--- src/rtl/seq_shift_add_multiplier.sv ---
// Iterative shift-add multiplier: N x N -> 2N bits, one partial product per clock.
// Signed operands are reduced to magnitudes plus a sign flag when they are accepted.
// The product is negated once, on the final iteration.
module seq_shift_add_multiplier #(
    parameter int N = 8
) (
    input  logic           clk,
    input  logic           reset,
    input  logic           in_valid,
    output logic           in_ready,
    input  logic [N-1:0]   A,
    input  logic [N-1:0]   B,
    input  logic           signed_mode,
    output logic           out_valid,
    input  logic           out_ready,
    output logic [2*N-1:0] product,
    output logic           busy
);

    localparam int CW = $clog2(N + 1);
    localparam logic [CW-1:0] LAST = CW'(N - 1);

    typedef enum logic [1:0] {IDLE, CALC, DONE} state_t;

    state_t         r_state, w_state_next;
    logic [2*N-1:0] r_mag_a;    // multiplicand magnitude, pre-shifted by the iteration count
    logic [N-1:0]   r_mag_b;    // multiplier magnitude, shifted right so bit 0 is the current bit
    logic           r_neg;
    logic [2*N-1:0] r_acc;
    logic [CW-1:0]  r_cnt;
    logic [2*N-1:0] r_product;

    logic           w_accept;
    logic           w_last;
    logic [N-1:0]   w_abs_a;
    logic [N-1:0]   w_abs_b;
    logic [2*N-1:0] w_acc_next;

    assign w_accept   = in_valid && (r_state == IDLE);
    assign w_last     = (r_cnt == LAST);
    // The most negative value maps onto 2^(N-1), which still fits as an unsigned magnitude
    assign w_abs_a    = (signed_mode && A[N-1]) ? -A : A;
    assign w_abs_b    = (signed_mode && B[N-1]) ? -B : B;
    assign w_acc_next = r_acc + (r_mag_b[0] ? r_mag_a : '0);

    // State register
    always_ff @(posedge clk) begin
        if (reset) r_state <= IDLE;
        else       r_state <= w_state_next;
    end

    // Next-state and handshake outputs
    always_comb begin
        w_state_next = r_state;
        in_ready     = 1'b0;
        out_valid    = 1'b0;
        busy         = 1'b1;
        case (r_state)
            IDLE: begin
                in_ready = 1'b1;
                busy     = 1'b0;
                if (in_valid) w_state_next = CALC;
            end
            CALC: begin
                if (w_last) w_state_next = DONE;
            end
            DONE: begin
                out_valid = 1'b1;
                if (out_ready) w_state_next = IDLE;
            end
            default: w_state_next = IDLE;
        endcase
    end

    // Operand capture, one add per CALC cycle, result latch on the last iteration
    always_ff @(posedge clk) begin
        if (reset) begin
            r_mag_a   <= '0;
            r_mag_b   <= '0;
            r_neg     <= 1'b0;
            r_acc     <= '0;
            r_cnt     <= '0;
            r_product <= '0;
        end else if (w_accept) begin
            r_mag_a <= {{N{1'b0}}, w_abs_a};
            r_mag_b <= w_abs_b;
            r_neg   <= signed_mode && (A[N-1] ^ B[N-1]);
            r_acc   <= '0;
            r_cnt   <= '0;
        end else if (r_state == CALC) begin
            r_acc   <= w_acc_next;
            r_mag_a <= r_mag_a << 1;
            r_mag_b <= r_mag_b >> 1;
            r_cnt   <= r_cnt + CW'(1);
            if (w_last) r_product <= r_neg ? -w_acc_next : w_acc_next;
        end
    end

    assign product = r_product;

endmodule
--- config.mk ---
export PLATFORM = sky130hd
export DESIGN_NAME = seq_shift_add_multiplier
export DESIGN_NICKNAME = d
export VERILOG_FILES = /design/src/rtl/seq_shift_add_multiplier.sv
export SDC_FILE = /design/constraint.sdc
export NUM_CORES = 1
export LEC_CHECK = 0
export ABC_AREA = 1
export BUFFER_PORTS_ARGS = -buffer_cell sky130_fd_sc_hd__buf_2
export CAP_MARGIN = 20
export CELL_PAD_IN_SITES_DETAIL_PLACEMENT = 1
export CELL_PAD_IN_SITES_GLOBAL_PLACEMENT = 2
export CORE_MARGIN = 1.5
export CORE_UTILIZATION = 32
export CTS_CLUSTER_SIZE = 25
export DETAILED_ROUTE_END_ITERATION = 12
export GPL_TIMING_DRIVEN = 1
export PLACE_DENSITY = 0.82
export SLEW_MARGIN = 20
export SYNTH_ARGS = -nofsm -noshare
export SYNTH_HDL_FRONTEND = slang
export SYNTH_SLANG_ARGS = --single-unit
--- constraint.sdc ---
create_clock -name clk -period 3.6 [get_ports clk]
set_input_delay 0.54 -clock clk [delete_from_list [all_inputs] [get_ports clk]]
set_output_delay 0.54 -clock clk [all_outputs]
set_load 0.03 [all_outputs]
After elaboration in Yosys (flattened, before gate mapping). Cells that the tools add are included.

Add/subtract/negate cells: 5. Equal/unequal tests: 6. Multiplexer cells: 15. Bitwise gates (word level): 2. Reduce and logical (&&, ||, !) cells: 9.

Operator list (number): 8-bit 2-to-1 mux (6); 16-bit 2-to-1 mux (2); 16-bit adder (1); 16-bit negation (1); 8-bit negation (2); 2-bit 2-to-1 mux (3); 2-bit != test, second input constant (3); 2-bit one-hot mux with 3 select lines (1); 3-bit AND reduction (2); 4-bit by 1-bit adder with 4-bit output, second input constant (1); 4-bit by 3-bit equality test with 1-bit output, second input constant (1); 1-bit logical AND (4); 1-bit 2-to-1 mux (3); 2-bit by 1-bit equality test with 1-bit output, second input constant (1); 2-bit equality test, second input constant (1); 2-bit logical NOT (1); 2-bit nonzero test (1); 2-bit OR reduction (1); 1-bit inverter (1); 1-bit bitwise XOR (1).

Register bits: 63. Input bits: 21. Output and inout bits: 19. Word-level logic and storage cells: 45.

Depth between registers and ports, before layout. Gate-level depths: netlist of the first run.

Word-level depth: 4. Depth in mapped cells: 22.

Worst setup path before layout of the first run. No wires, ideal clock.

Path type: flip-flop to flip-flop. Start: reg r_mag_b[0]. End: reg r_product[12], in the netlist product[12]. Setup time: 113 ps. Arrival time: 2760 ps. Setup slack: 727 ps. Stages on the path, launching flop included: 21. Cells stage by stage: dfxtp_1 clkbuf_1 clkbuf_1 nand2_1 inv_1 ha_1 fa_1 inv_1 ha_1 a21boi_1 nand3_1 nor2_1 nand2_2 nor2_4 nand2_2 nand2_4 nand2_2 nand2_1 nand2_1 o21ai_1 inv_1.

Cells in the longest elaborated chain, start to end: 4.

RTL lines: start, declared (RTL line 27) `logic [N-1:0] r_mag_b;`; start signal, assigned (RTL line 86) `r_mag_b <= w_abs_b;`; start signal, assigned (RTL line 93) `r_mag_b <= r_mag_b >> 1;`; 16-bit 2-to-1 mux (RTL line 44) `assign w_acc_next = r_acc + (r_mag_b[0] ? r_mag_a : '0);`; 16-bit adder (RTL line 44); via w_acc_next[1] (RTL line 37) `logic [2*N-1:0] w_acc_next;`; 16-bit negation (RTL line 95) `if (w_last) r_product <= r_neg ? -w_acc_next : w_acc_next;`; 16-bit 2-to-1 mux (RTL line 95); end signal, assigned (RTL line 95); end, declared (RTL line 31) `logic [2*N-1:0] r_product;`.

The timed path passes the listed nets, and every way through them passes these cells. A chain may end at the register's enable or synchronous reset.

Worst setup path in the final report of the first run.
Start: reg r_mag_b[0]. End: reg r_product[14], in the netlist product[14].

The elaborated chain is that of the path after synthesis.

==> results of run 1 <==
## sequential cells by signal, summed over array words and instances (netlist names)
| name | count |
|---|---|
| r_mag_a | 16 |
| r_acc | 16 |
| product | 16 |
| r_mag_b | 8 |
| r_neg | 1 |
| r_cnt | 4 |
| r_state | 2 |
## report_power, final
group	switching, mW	internal [mW]
logic	0.195	0.0974
clock network	0.353	0.609
registers	0.0219	0.724
total	0.570	1.43
## cell usage in the layout (no fill, tap or decap), types with 4 or more instances in the layout
master and count:
ha_1 19, xnor2_1 4, o211ai_1 15, buf_2 39, o21ai_0 36, nand3_1 32, xor2_1 10, nand3_2 4
nand2_2 14, inv_1 104, clkbuf_16 9, dfxtp_1 63, nand4_1 6, nand2_1 220, a21oi_1 42, o21ai_1 4
nor2_1 66, buf_4 7, inv_2 7
## critical path: stages, from the launching register on
cell	delay (ns)
dfxtp_1	0.49
nand2_1	0.10
inv_1	0.07
ha_1	0.22
fa_1	0.49
inv_1	0.10
ha_1	0.16
a21boi_1	0.17
nand3_1	0.11
nor2_1	0.14
nand2_2	0.09
nor2_4	0.14
nand2_2	0.08
nand2_4	0.08
nand3_1	0.07
nand2_1	0.08
nand3_1	0.07
nand2_1	0.07
inv_1	0.04
## logic make-up (layout without fill, tap and decap cells)
group,Yosys count,after routing
xor gates and xnor gates,14,14
and+or+nand+nor,357,357
adders and majority gates,20,20
AOI/OAI and AO/OA,113,113
buffers and inverters,134,175
DFF,63,63
## layer usage
metal  vias up  wire, um
li1       2279         -
met1      2084      5950
met2        43      6400
met3        18       240
met4         0       307
met5         -         0
## through the flow
stage / cells / area (um2) / hold slack (ns)
floorplan: 701 / 4320 / 0.442
global placement: 902 / 4710 / 0.452
detailed placement: 902 / 4710 / 0.460
CTS: 918 / 5030 / 0.469
global route: 918 / 5030 / 0.493
finish: 918 / 5030 / 0.467
## area by class of cell
class / count / area (um2)
Clock buffer: 9 / 225
Multi-Input combinational cell: 504 / 2550
Fill cell: 1758 / 8160
Tap cell: 176 / 220
Clock inverter: 7 / 95.1
Sequential cell: 63 / 1260
Inverter: 113 / 424
Timing Repair Buffer: 46 / 248
## final timing paths
check / slack, ns / startpoint / end
setup / recovery: 0.73 / r_mag_b[0] / product[14]
setup reg to reg: 0.73 / r_mag_b[0] / product[14]
hold / removal: 0.47 / r_mag_b[7] / r_mag_b[7]
hold reg to reg: 0.47 / r_mag_b[7] / r_mag_b[7]
==> results.cfg, run 1 <==
[outcome]
status = finished clean

[synthesis]
synthesis.nets = 742
yosys_warnings = 0
yosysTopAreaCell = dfxtp_1
synth.distinct_cells = 41
synth-seq-cells = 63
synth_adder_area_share = 0.0597
synthSimpleGateAreaFrac = 0.351
synth-main-ff-cell = dfxtp_1
yosysMostFrequentCell = nand2_1
syn_area_um2 = 4320
synth_edf_count = 0
synth_xor_xnor_area_share = 0.0284
synth_top_family_by_area = simple AND/OR/NAND/NOR gates
synth.top_cell.area_share = 0.292
synth_compound_area_frac = 0.151
ys_seq_area_frac = 0.292
synth_commonest_cells = 220 x nand2_1, 104 x inv_1, 66 x nor2_1
syn_inst = 701
synthMuxAreaShare = 0
async_flop_share = 0
synth_area_leaders = dfxtp_1 29%, nand2_1 19%, inv_1 9.0%
syn_area_per_cell_um2 = 6.16

[timing]
max_freq_mhz = 348
finalSetupViolCount = 0
fin_ws_ns = 0.728
layout_min_cycle_time_ns = 2.87
rsz0062_at_grt = no
worst_slew_pin_slew_ns = 0.554
fin_crit_sh = 0.798
setup_tns_ns = 0
slew_viol_final = 0
relSlewSlack = 0.630
hold_viol_final = 0
skew_ns = 0.00720

[placed_design]
post-dp-hpwl_um = 10300
finalWeightedCongestion = 0.898
post-place-ws_ns = 0.750
portBuffers = 39

[route]
antenna_left = 0
viasPerCell = 4.82
drt_first_pass_iters = 4
drt_wl_total_um = 12900
drc_errors = 0
wl_per_cell_um = 14.0
vias = 4424
drt_iter0_markers = 133

[critical_path]
required_ns = 3.84
end_kind = register
rr_worst_depth = 18
arrival_ns = 3.11
cp_max_fo = 10
startpoint_type = register
critPathKind = register to register

[global_route]
grt_pass1_vias = 4480
grt_overflow = 0
grt_first_pass_wirelength_um = 21700
grt-busiest-layer = met2
gr-usage-met2 = 0.346
met1_usage = 0.234
antenna_found_initial = 0
track_usage = 0.191
met3_usage = 0.0163
grt_max_degree = 42

[clocking]
cts-resized-gates = 0
clockBufferDepth = 2
cts.htree.levels = 3
cts_root_buf = clkbuf_16
cts_setup_buffers = 0
clk_pin_slew_ns = 0.06
holdBufCountCts = 0
cts_sinks = 63
cts_tree = built
numCtsBuffers = 9
clk_latency_ns = 0.34

[power]
powerDensity_nw_per_um2 = 398
p_total_mw = 2.00
p_leak_nw = 2.66
ir_drop_v = 0.000225

[hold_path]
holdPathStages = 2
hp-class = register to register

[finish]
fin_nets = 778
syn_to_final_growth_pct = 16.5
antenna_cells = 0
final_core_util = 0.381
drive_gt1_frac = 0.128

[die]
num_rows = 42
dieWidth_um = 119
start_util = 0.327
die_h_um = 119
ios = 40
core_um2 = 13200
floorplan.die_area_um2 = 14200

[run]
cap_violations = 0
No activity file was read; power rests on OpenSTA's default activity.
==> run 2, diff against run 1 <==
- ABC_AREA: 1 -> 0
- CORE_UTILIZATION: 32 -> 35
- clock period: 3.6 -> 2.85 ns (I/O delays scaled with it)
==> run 2 against run 1 <==
  * The run now ends with setup timing left
  * Cell count is 17% lower
  * Count of clock-buffer cells in the layout unchanged
  * Cell area up 5.6%
  * Clock skew up 0.0021 ns
  * Sequential share of layout area down 1.3 points
  * Via count is 7.6% lower
  * Critical path depth down 7
  * Worst setup slack lost 1.2 ns
==> results.cfg, run 2 <==
[critical_path]
crit_end = product[14]
cp_max_fo = 6
r2r_end = product[14]
slowest_delay_ns = 0.49
end_kind = register
required_ns = 3.13
setup.worst_path.start = r_mag_b[0]
r2r_setup_slack_ns = -0.44
critPathKind = register to register
worst-path-buf-inv = 0
arrival_ns = 3.57
crit_cells = 11
crit_family = simple AND/OR/NAND/NOR gates
r2r_start = r_mag_b[0]
rr_worst_depth = 11
cp_cell_sequence = and2_4, ha_4, fa_2, a21o_1, a221oi_4, xnor2_2, or4_4, or3_4, nor3_4, or4b_1, a31oi_1
slowest_stage = or4_4
startpoint_type = register

[finish]
mostFrequentLayoutCells = 90 x nand2_1, 83 x buf_4, 62 x dfxtp_1, 51 x nor2_1, 43 x a21oi_1
antenna_cells = 0
fin_cells = 761
final_common_cell = nand2_1
seq_area_um2 = 1260
final_core_util = 0.486
fin_nets = 657
multiInputGateArea_um2 = 2690
drive_gt1_frac = 0.287
stdcell_area_um2 = 5310
fillCellCount = 1356
syn_to_final_growth_pct = 33.7

[outcome]
status = complete, but fails checks
violations = setup timing

[synthesis]
synthesis.nets = 554
synth-main-ff-cell = dfxtp_1
yosysMostFrequentCell = nand2_1
async_flop_share = 0
syn_inst = 513
yosysTopAreaCell = dfxtp_1
synth_commonest_cells = 90 x nand2_1, 63 x dfxtp_1, 51 x nor2_1
synth.distinct_cells = 57
yosys_warnings = 0
synth-seq-cells = 63
synth.top_cell.area_share = 0.317
syn_area_per_cell_um2 = 7.74
synth_area_leaders = dfxtp_1 32%, nand2_1 8.5%, ha_1 6.0%
syn_area_um2 = 3970
ys_seq_area_frac = 0.317
synth_edf_count = 0

[global_route]
grt-busiest-layer = met2
grt_first_pass_wirelength_um = 20100
gr-usage-met2 = 0.382
grt_overflow = 0
met1_usage = 0.243
met3_usage = 0.0498
track_usage = 0.218
antenna_found_initial = 0
grt_max_degree = 46
grt_pass1_vias = 4253

[power]
p_int_mw = 1.74
ir_drop_v = 0.000325
powerDensity_nw_per_um2 = 456
power_switching_mw = 0.680
p_leak_nw = 2.19
pwr-share-seq = 0.383
p_comb_frac = 0.145
p_clk_frac = 0.472
p_total_mw = 2.42
switching_share = 0.280

[timing]
fin_crit_sh = 1.15
setup_tns_ns = -3.25
skew_ns = 0.00928
worst_slew_pin_slew_ns = 0.702
fin_ws_ns = -0.439
whs_ns = 0.359
finalSetupViolCount = 10
relSlewSlack = 0.532
max_freq_mhz = 304
rsz0062_at_grt = yes
hold_viol_final = 0
layout_min_cycle_time_ns = 3.29
slew_viol_final = 0

[route]
drt_first_pass_iters = 6
antenna_left = 0
drc_errors = 0
wl_per_cell_um = 16.1
drt_wl_total_um = 12300
vias = 4088
viasPerCell = 5.37
drt_iter0_markers = 190

[placed_design]
portBuffers = 39
dp.cells = 729
post-place-ws_ns = -0.503
placed_cell_area_um2 = 4740
post-dp-hpwl_um = 8580
finalWeightedCongestion = 0.878

[die]
start_util = 0.363
num_rows = 38
core_um2 = 10900
floorplan.die_area_um2 = 12000
die_h_um = 110
dieWidth_um = 110
ios = 40

[clocking]
cts_sinks = 63
clockBufferDepth = 2
cts_tree = built
clk_latency_ns = 0.35
clk_pin_slew_ns = 0.06
cts.htree.levels = 3
cts_root_buf = clkbuf_16
numCtsBuffers = 9

[hold_path]
hp-class = primary input to register

[run]
cap_violations = 0
[run 2: changes by cell type after synthesis, moves of 15 or more]
| cell | delta |
|---|---|
| nand3_1 | -24 |
| nor2_1 | -15 |
| a211oi_1 | +18 |
| inv_1 | -91 |
| and2_1 | +16 |
| nand2_1 | -130 |
| o21ai_0 | -26 |
[run 2: kinds of logic (layout without fill, tap and decap cells)]
group | after synthesis | after routing | synth area share
compound gates | 128 | 128 | 0.222
xor+xnor | 36 | 36 | 0.0794
fa+ha+maj | 20 | 20 | 0.0649
buf+inv | 44 | 152 | 0.0517
flops | 63 | 63 | 0.317
mux | 3 | 3 | 0.00787
simple gates | 219 | 219 | 0.257
[run 2: tightest hold or removal path: stages]
cell and delay, ns:
buf_2 0.08, nand2b_1 0.09, a21oi_1 0.06
[run 2: routing by layer]
metal | wire [um] | part of all wire
met1 | 5450 | 0.44
met2 | 6030 | 0.49
met3 | 357 | 0.029
met4 | 435 | 0.035
met5 | 0 | 0
[run 2: timing repair]
action                                  in CTS  in global routing
buffers inserted                            15                  1
hold buffers                                 0                  0
resized for setup                           17                 11
endpoints found under the setup margin       8                 16
pin swaps                                   13                 10
[run 2: power groups by stage]
stage	clock, mW	sequential, mW	combinational [mW]
floorplan	0	0.940	0.194
global placement	0	0.945	0.311
detailed placement	0	0.945	0.321
CTS	1.17	0.927	0.349
global route	1.20	0.932	0.388
finish	1.14	0.928	0.352
[run 2: worst min-delay path by stage]
stage,startpoint,to,cells after the start
finish,out_ready,r_state[1],3
global route,A[0],r_mag_a[0],3
CTS,A[0],r_mag_a[0],3
detailed placement,product[2],product[2],2
global placement,product[2],product[2],2
floorplan,r_mag_a[15],r_mag_a[15],2
[run 2: area by class of cell]
type / count / area share
inverter: 13 / 0.00919
clock inverter: 7 / 0.0153
sequential: 63 / 0.238
clock buffer: 9 / 0.0424
tap: 140 / 0.0330
multi-input combinational: 406 / 0.506
timing repair buffer: 123 / 0.156
==> run 3, diff against run 2 <==
- MAX_ROUTING_LAYER: unset -> met4
- SETUP_SLACK_MARGIN: unset -> 0.2
==> run 3 against run 2 <==
  * The run still ends with setup timing left
  * Die area stayed put
  * Core utilization is 3.1 points higher
  * Critical endpoint unchanged
  * Critical path type unchanged
  * Sequential power is essentially flat
  * Wire length grew 8.3%
==> results.cfg, run 3 (synthesis results as in run 2) <==
[critical_path]
arrival_ns = 3.58
r2r_start = r_mag_b[0]
setup.worst_path.start = r_mag_b[0]
r2r_setup_slack_ns = -0.46
end_kind = register
startpoint_type = register
r2r_end = product[14]
critPathKind = register to register
cp_max_fo = 4
required_ns = 3.12
crit_end = product[14]
rr_worst_depth = 11

[power]
switching_share = 0.252
pwr-share-seq = 0.358
powerDensity_nw_per_um2 = 461
p_int_mw = 1.95
p_total_mw = 2.60
ir_drop_v = 0.000274
p_clk_frac = 0.499
power_switching_mw = 0.656
p_comb_frac = 0.144
p_leak_nw = 2.27

[clocking]
holdBufCountCts = 0
cts_root_buf = clkbuf_16
cts.htree.levels = 3
cts_tree = built
clk_latency_ns = 0.34
clockBufferDepth = 2
clk_pin_slew_ns = 0.06
cts_sinks = 63
numCtsBuffers = 9

[global_route]
met1_usage = 0.272
grt_max_degree = 46
antenna_found_initial = 0
grt_overflow = 0
met3_usage = 0.0356
grt_first_pass_wirelength_um = 21500
gr-usage-met2 = 0.410
track_usage = 0.238
grt-busiest-layer = met2
grt_pass1_vias = 4383

[route]
drt_first_pass_iters = 4
vias = 4155
drc_errors = 0
wl_per_cell_um = 17.3
drt_iter0_markers = 151
drt_wl_total_um = 13300
viasPerCell = 5.41
antenna_left = 0

[finish]
mostFrequentLayoutCells = 89 x nand2_1, 82 x buf_4, 61 x dfxtp_1, 51 x nor2_1
antenna_cells = 0
fin_nets = 664
drive_gt1_frac = 0.342
seq_area_um2 = 1260
syn_to_final_growth_pct = 42.1
final_common_cell = nand2_1
multiInputGateArea_um2 = 2900
fillCellCount = 1340

[die]
num_rows = 38
ios = 40
dieWidth_um = 110
floorplan.die_area_um2 = 12000
core_um2 = 10900
die_h_um = 110
start_util = 0.363

[timing]
max_freq_mhz = 302
worst_slew_pin_slew_ns = 0.733
relSlewSlack = 0.511
rsz0062_at_grt = yes
fin_crit_sh = 1.16
hold_viol_final = 0
layout_min_cycle_time_ns = 3.31
slew_viol_final = 0
skew_ns = 0.00519
fin_ws_ns = -0.457
whs_ns = 0.361
setup_tns_ns = -2.72
finalSetupViolCount = 9

[outcome]
status = complete, but fails checks
violations = setup timing

[placed_design]
portBuffers = 39
post-dp-hpwl_um = 8670
finalWeightedCongestion = 0.839

[hold_path]
hp-class = primary input to register

[run]
cap_violations = 0
run 3: area by class of cell:
| type | instances | share of cell area |
|---|---|---|
| Inverter | 13 | 0.00864 |
| Clock inverter | 5 | 0.0186 |
| Tap cell | 140 | 0.0310 |
| Multi-Input combinational cell | 406 | 0.513 |
| Timing Repair Buffer | 130 | 0.162 |
| Clock buffer | 11 | 0.0430 |
| Sequential cell | 63 | 0.224 |
run 3: metrics by stage:
step	instances	utilization	setup slack (ns)	cell area [um2]
after detailed placement	729	0.433	-0.474	4740
after CTS	760	0.503	-0.438	5500
after floorplan	513	-	-0.474	4020
after global routing	768	0.516	-0.607	5650
final	768	0.516	-0.457	5650
after global placement	729	0.433	-0.394	4740
run 3: worst min-delay path by stage:
stage	start	end	depth (start not counted)
finish	out_ready	r_state[1]	3
global placement	product[7]	product[7]	2
global route	out_ready	r_state[1]	3
CTS	out_ready	r_state[1]	3
detailed placement	product[7]	product[7]	2
floorplan	r_mag_a[15]	r_mag_a[15]	2
run 3: power by group through the flow:
stage	Clock (mW)	Sequential, mW	Combinational (mW)
floorplan	0	0.940	0.194
global placement	0	0.945	0.305
detailed placement	0	0.947	0.314
CTS	1.32	0.930	0.355
global route	1.36	0.933	0.410
finish	1.30	0.931	0.374
run 3: repair_timing:
item	4_1_cts	5_1_grt
buffers inserted	15	8
endpoints found under the setup margin	16	19
pin swaps	41	18
gates resized for setup	60	16
run 3: metal layers:
layer  part of all wire  routed length, um
met5                  0                  0
met1               0.44               5830
met2               0.51               6770
met4              0.032                424
met3              0.019                258
run 3: worst max-delay path: stages (launching register included):
cell	delay [ns]
dfxtp_2	0.33
and2_4	0.14
ha_4	0.16
fa_2	0.36
a21o_4	0.24
a21oi_1	0.22
xnor2_1	0.12
or4_4	0.53
or3_4	0.42
nor3_4	0.12
or4b_1	0.44
a31oi_1	0.16
